### src/rtl/comp_arbiter.sv
// comp_arbiter: shares one external comparator between two execute-stage
// requesters (req0 = branch unit, req1 = ALU SLT path).
// A granted request has its operands registered; the comparator is driven only
// from those registers, and the 1-bit result returns over a valid/ready handshake.
//
// Build option:
//   COMP_ARB_RR_EN  defined   -> round-robin tie-break (last_gnt tracked)
//   COMP_ARB_RR_EN  undefined -> fixed priority, req0 always wins a tie
//
// state | meaning
// ------+-----------------------------------------------------------
// IDLE  | no op in flight, grant logic active, req_ready_o may assert
// EVAL  | operands registered and driving the comparator, result sampled
// RESP  | response presented to owner, held until rsp_ready_i[owner]
module comp_arbiter #(
    parameter int XLEN = 32
) (
    input  logic            clk,
    input  logic            rst_n,
    input  logic [1:0]      req_valid_i,
    output logic [1:0]      req_ready_o,
    input  logic [XLEN-1:0] req0_rs1_i,
    input  logic [XLEN-1:0] req0_rs2_i,
    input  logic [2:0]      req0_funct3_i,
    input  logic [XLEN-1:0] req1_rs1_i,
    input  logic [XLEN-1:0] req1_rs2_i,
    input  logic [2:0]      req1_funct3_i,
    output logic [XLEN-1:0] cmp_rs1_o,
    output logic [XLEN-1:0] cmp_rs2_o,
    output logic [2:0]      cmp_funct3_o,
    input  logic            cmp_result_i,
    output logic [1:0]      rsp_valid_o,
    input  logic [1:0]      rsp_ready_i,
    output logic            rsp_result_o,
    output logic            rsp_err_o,
    output logic            busy_o
);

    localparam logic [2:0] FUNCT3_ILLEGAL = 3'b011;

    typedef enum logic [1:0] {
        ST_IDLE = 2'd0,
        ST_EVAL = 2'd1,
        ST_RESP = 2'd2
    } state_e;

    state_e          state_q,  state_d;
    logic [XLEN-1:0] rs1_q,    rs1_d;
    logic [XLEN-1:0] rs2_q,    rs2_d;
    logic [2:0]      funct3_q, funct3_d;
    logic            owner_q,  owner_d;
    logic            result_q, result_d;
    logic            err_q,    err_d;

    logic [1:0]      gnt;
    logic            gnt_idx;
    logic            accept;

`ifdef COMP_ARB_RR_EN
    logic            last_gnt_q, last_gnt_d;
`endif

    // Grant selection; only meaningful while idle, combinational from req_valid_i
    always_comb begin
        gnt = 2'b00;
        if (state_q == ST_IDLE) begin
            case (req_valid_i)
                2'b01:   gnt = 2'b01;
                2'b10:   gnt = 2'b10;
`ifdef COMP_ARB_RR_EN
                2'b11:   gnt = last_gnt_q ? 2'b01 : 2'b10;
`else
                2'b11:   gnt = 2'b01;
`endif
                default: gnt = 2'b00;
            endcase
        end
        gnt_idx = gnt[1];
        accept  = |(gnt & req_valid_i);
    end

    // Next-state logic: operand latch on accept, result capture in EVAL, handshake in RESP
    always_comb begin
        state_d  = state_q;
        rs1_d    = rs1_q;
        rs2_d    = rs2_q;
        funct3_d = funct3_q;
        owner_d  = owner_q;
        result_d = result_q;
        err_d    = err_q;
        case (state_q)
            ST_IDLE: begin
                if (accept) begin
                    state_d = ST_EVAL;
                    owner_d = gnt_idx;
                    if (gnt_idx) begin
                        rs1_d    = req1_rs1_i;
                        rs2_d    = req1_rs2_i;
                        funct3_d = req1_funct3_i;
                    end else begin
                        rs1_d    = req0_rs1_i;
                        rs2_d    = req0_rs2_i;
                        funct3_d = req0_funct3_i;
                    end
                end
            end
            ST_EVAL: begin
                state_d = ST_RESP;
                // Illegal op: comparator output is ignored and the result forced low
                if (funct3_q == FUNCT3_ILLEGAL) begin
                    result_d = 1'b0;
                    err_d    = 1'b1;
                end else begin
                    result_d = cmp_result_i;
                    err_d    = 1'b0;
                end
            end
            ST_RESP: begin
                if (rsp_ready_i[owner_q]) begin
                    state_d = ST_IDLE;
                end
            end
            default: begin
                state_d = ST_IDLE;
            end
        endcase
    end

`ifdef COMP_ARB_RR_EN
    // Tie-break memory moves only when a request is actually taken
    always_comb begin
        last_gnt_d = last_gnt_q;
        if (accept) begin
            last_gnt_d = gnt_idx;
        end
    end

    // Tie-break register; resets to 1 so req0 wins the first tie
    always_ff @(posedge clk or negedge rst_n) begin
        if (!rst_n) begin
            last_gnt_q <= 1'b1;
        end else begin
            last_gnt_q <= last_gnt_d;
        end
    end
`endif

    // State and datapath registers; reset drops any op in flight
    always_ff @(posedge clk or negedge rst_n) begin
        if (!rst_n) begin
            state_q  <= ST_IDLE;
            rs1_q    <= '0;
            rs2_q    <= '0;
            funct3_q <= 3'b000;
            owner_q  <= 1'b0;
            result_q <= 1'b0;
            err_q    <= 1'b0;
        end else begin
            state_q  <= state_d;
            rs1_q    <= rs1_d;
            rs2_q    <= rs2_d;
            funct3_q <= funct3_d;
            owner_q  <= owner_d;
            result_q <= result_d;
            err_q    <= err_d;
        end
    end

    // Outputs: comparator fed from registers only, response gated to RESP
    always_comb begin
        req_ready_o  = gnt;
        cmp_rs1_o    = rs1_q;
        cmp_rs2_o    = rs2_q;
        cmp_funct3_o = funct3_q;
        rsp_valid_o  = 2'b00;
        rsp_result_o = 1'b0;
        rsp_err_o    = 1'b0;
        if (state_q == ST_RESP) begin
            rsp_valid_o  = owner_q ? 2'b10 : 2'b01;
            rsp_result_o = result_q;
            rsp_err_o    = err_q;
        end
        busy_o = (state_q != ST_IDLE);
    end

endmodule

### config.mk
export PLATFORM = sky130hd
export DESIGN_NAME = comp_arbiter
export DESIGN_NICKNAME = d
export VERILOG_FILES = /design/src/rtl/comp_arbiter.sv
export SDC_FILE = /design/constraint.sdc
export NUM_CORES = 1
export LEC_CHECK = 0
export CORE_ASPECT_RATIO = 0.7
export CORE_UTILIZATION = 37
export CTS_CLUSTER_SIZE = 24
export DETAILED_ROUTE_END_ITERATION = 16
export PLACE_DENSITY_LB_ADDON = 0.15
export RECOVER_POWER = 100
export SYNTH_ARGS = -nofsm -noshare
export SYNTH_HDL_FRONTEND = slang
export SYNTH_SLANG_ARGS = --single-unit
### constraint.sdc
create_clock -name clk -period 3.45 [get_ports clk]
set_clock_uncertainty 0.2 [all_clocks]
set_input_delay 1.035 -clock clk [delete_from_list [all_inputs] [get_ports clk]]
set_output_delay 1.035 -clock clk [all_outputs]
set_load 0.01 [all_outputs]
==> results by group <==
Pwr
  • Internal power: 3.16 mW
  • Clock network power share: 0.207
  • Worst vdd ir: 0.414 mV
  • Power share of the combinational group: 0.466
  • Static Leak: 2.56 nW
  • Pwr/cell area: 771 nW/um^2
  • Sw power: 1.41 mW
  • Sequential Power Share: 0.327
  • Sw Ratio: 0.308

Critical path
  • Req. time, crit path: 2210 ps
  • Critical Path Start Type: primary input
  • Crit path DAT: 2170 ps
  • Worst setup path class: in2out
  • CP max FO: 2
  • FF-to-FF End: cmp_rs1_o[21]
  • Endpoint class of the critical path: output port
  • Origin of the critical flop-to-flop path: state_q[0]
  • Worst R2R Setup Slack: 1160 ps
  • Reg2reg path depth: 4

Die
  • Die Span Y: 82.1 um
  • Number of core rows: 28
  • Ports: 215
  • Core ar.: 8650 um^2
  • Die Wd: 116 um
  • Die area: 9550 um^2
  • Starting density of the core: 0.392

Logic synthesis
  • Syn Inst Count: 253
  • Net Count, Synth: 394
  • YS warnings: 0
  • Register area share after synthesis: 0.532
  • Mapped Area: 3390 um^2
  • Avg Inst Size Synth: 13.4 um^2
  • Synth cell types: 17
  • Seq cells post-synth: 72

Run status
  • Status: finished with violations
  • Failing checks: max-capacitance violations, max-slew violations

GRT
  • Antenna violations before repair: 0
  • Total grt overflow: 0
  • All-layer global routing usage: 0.210
  • Vias in the first global route: 2989
  • First-pass GRT wire length: 14900 um
  • Largest net degree at the start of global routing: 73

Min path
  • Hold path endpoint: cmp_rs1_o[2]
  • Hold Path Depth: 1
  • Hold Startpoint: cmp_rs1_o[2]
  • Worst Hold Class: reg2reg

Finish
  • Design area: 5920 um^2
  • Final #Nets: 602
  • Share of layout cells above drive strength 1: 0.202
  • Layout Cells excl Fill: 586
  • Antenna Diode Count: 0
  • Fin util: 0.684
  • Fillers: 692
  • P&R area growth vs syn: 74.7%

Drt
  • WL final: 9590 um
  • DR pass1 iterations: 4
  • DR vias: 2925
  • Antenna-violating nets left: 0
  • WL/cell: 16.4 um
  • DR iter-0 viols: 87
  • Via-per-instance ratio: 4.99
  • # DRC: 0

Clock tree
  • Clock transition at path regs: 50 ps
  • Clock Tree Root: clkbuf_16
  • Total CTS buffers: 9
  • Worst-Skew Late Latency: 330 ps
  • Clock Sinks: 72
  • H-tree level count: 3
  • CTS tree: yes
  • Max clock buf depth: 2

STA
  • Fin crit period: 3400 ps
  • F_max: 0.294 GHz
  • Slew @ Worst Pin: 1780 ps
  • # setup viols final: 0
  • Final period util: 0.986
  • Fin. max-slew vios: 73
  • Unrepaired setup endpoints after global routing: false
  • Slew margin rel.: -0.186
  • Endpoints failing hold: 0

Placed design
  • Gpl congestion: 0.681
  • Placed insts: 570
  • Detailed Place HPWL: 7020 um
  • PortBufs: 214
  • DP Area: 5630 um^2

Flow run
  • Max-Cap Viols: 1
==> cell families after synthesis <==
family,count (synthesis),synth area share
compound gates,72,0.181
buf+inv,26,0.0362
flops,72,0.532
mux,68,0.226
simple gates,15,0.0247
==> area by class of cell <==
type                    count  area (um^2)  area share
well taps                 120          150      0.0254
multi-input cells         155         1480       0.249
clock buffers              11          253      0.0427
repair buffers            220         2170       0.367
flip-flops and latches     72         1800       0.304
clock inverters             5         55.1     0.00930
inverters                   3         11.3     0.00190
==> synth_stat cells <==
master,n,area [um^2]
nand2b_1,2,12.5
nand2_1,3,11.3
or4b_1,1,10.0
nand3b_1,1,7.51
buf_6,2,22.5
buf_2,8,40.0
inv_1,3,11.3
clkbuf_1,12,45.0
o21a_1,1,7.51
dfrtp_1,72,1800
mux2_2,68,766
o21ai_0,4,20.0
a22o_1,67,587
nor2_1,3,11.3
buf_1,1,3.75
nor2b_1,2,12.5
and2_1,3,18.8
==> worst max path at each step <==
| stage | start | to | slack (ps) | cells after the start |
|---|---|---|---|---|
| final | req_valid_i[1] | req_ready_o[1] | 50 | 4 |
| after CTS | req_valid_i[0] | req_ready_o[1] | 40 | 4 |
| after detailed placement | req_valid_i[0] | req_ready_o[1] | -510 | 4 |
| after global placement | req_valid_i[0] | req_ready_o[1] | -510 | 4 |
| after global routing | req_valid_i[1] | req_ready_o[1] | 10 | 4 |
| after floorplan | req_valid_i[0] | req_ready_o[1] | 190 | 5 |
==> timing repair <==
| action | CTS | global route |
|---|---|---|
| hold buffers | 0 | 0 |
| setup endpoints to repair | 2 | 1 |
| resized for setup | 6 | 0 |
| pin swaps | 0 | 1 |
| buffers inserted | 0 | 0 |
| endpoints found under the hold margin | 0 | 0 |
==> state kept, by name, summed over array words and instances (netlist names) <==
register and flops:
cmp_rs2_o 32, result_q 1, err_q 1, state_q 2, cmp_funct3_o 3, cmp_rs1_o 32, owner_q 1
==> worst max-delay path: stages <==
cell,delay (ps)
clkdlybuf4s50_1,480
or4b_4,470
inv_1,70
buf_2,120
==> power groups by stage <==
stage | sequential (mW) | combinational [mW] | clock (mW)
final | 1.49 | 2.13 | 0.943
after global routing | 1.56 | 2.30 | 1.01
after CTS | 1.52 | 2.34 | 0.970
after detailed placement | 1.53 | 2.34 | 0
after global placement | 1.50 | 2.31 | 0
after floorplan | 1.70 | 0.896 | 0
==> layer usage <==
layer / wire, um / track usage / vias up / share of wire
li1: - / - / 1377 / -
met1: 3570 / 0.221 / 1410 / 0.37
met3: 954 / 0.0834 / 14 / 0.099
met4: 156 / 0.0833 / 0 / 0.016
met5: 0 / 0 / - / 0
met2: 4910 / 0.378 / 124 / 0.51
==> placed cells by master, fill, tap and decap left out, drive strengths merged, types with 2 or more instances in the layout <==
cell type | synthesis | layout
inv | 3 | 3
nand2b | 2 | 2
buf | 11 | 6
mux2 | 68 | 68
dfrtp | 72 | 72
nand2 | 3 | 3
clkdlybuf4s50 | 0 | 137
clkinvlp | 0 | 2
clkinv | 0 | 2
a22o | 67 | 67
nor2 | 3 | 3
nor2b | 2 | 2
o21ai | 4 | 4
clkbuf | 12 | 13
dlygate4sd3 | 0 | 74
and2 | 3 | 3
==> through the flow <==
stage	power, mW	TNS, ps	hold WS, ps	setup slack, ps
finish	4.56	0	297	48.8
global route	4.87	0	308	10.1
CTS	4.83	0	302	38.9
detailed placement	3.86	-791	289	-514
global placement	3.81	-594	257	-513
floorplan	2.60	0	242	193
Note: power is estimated with default switching activity, not from simulation.
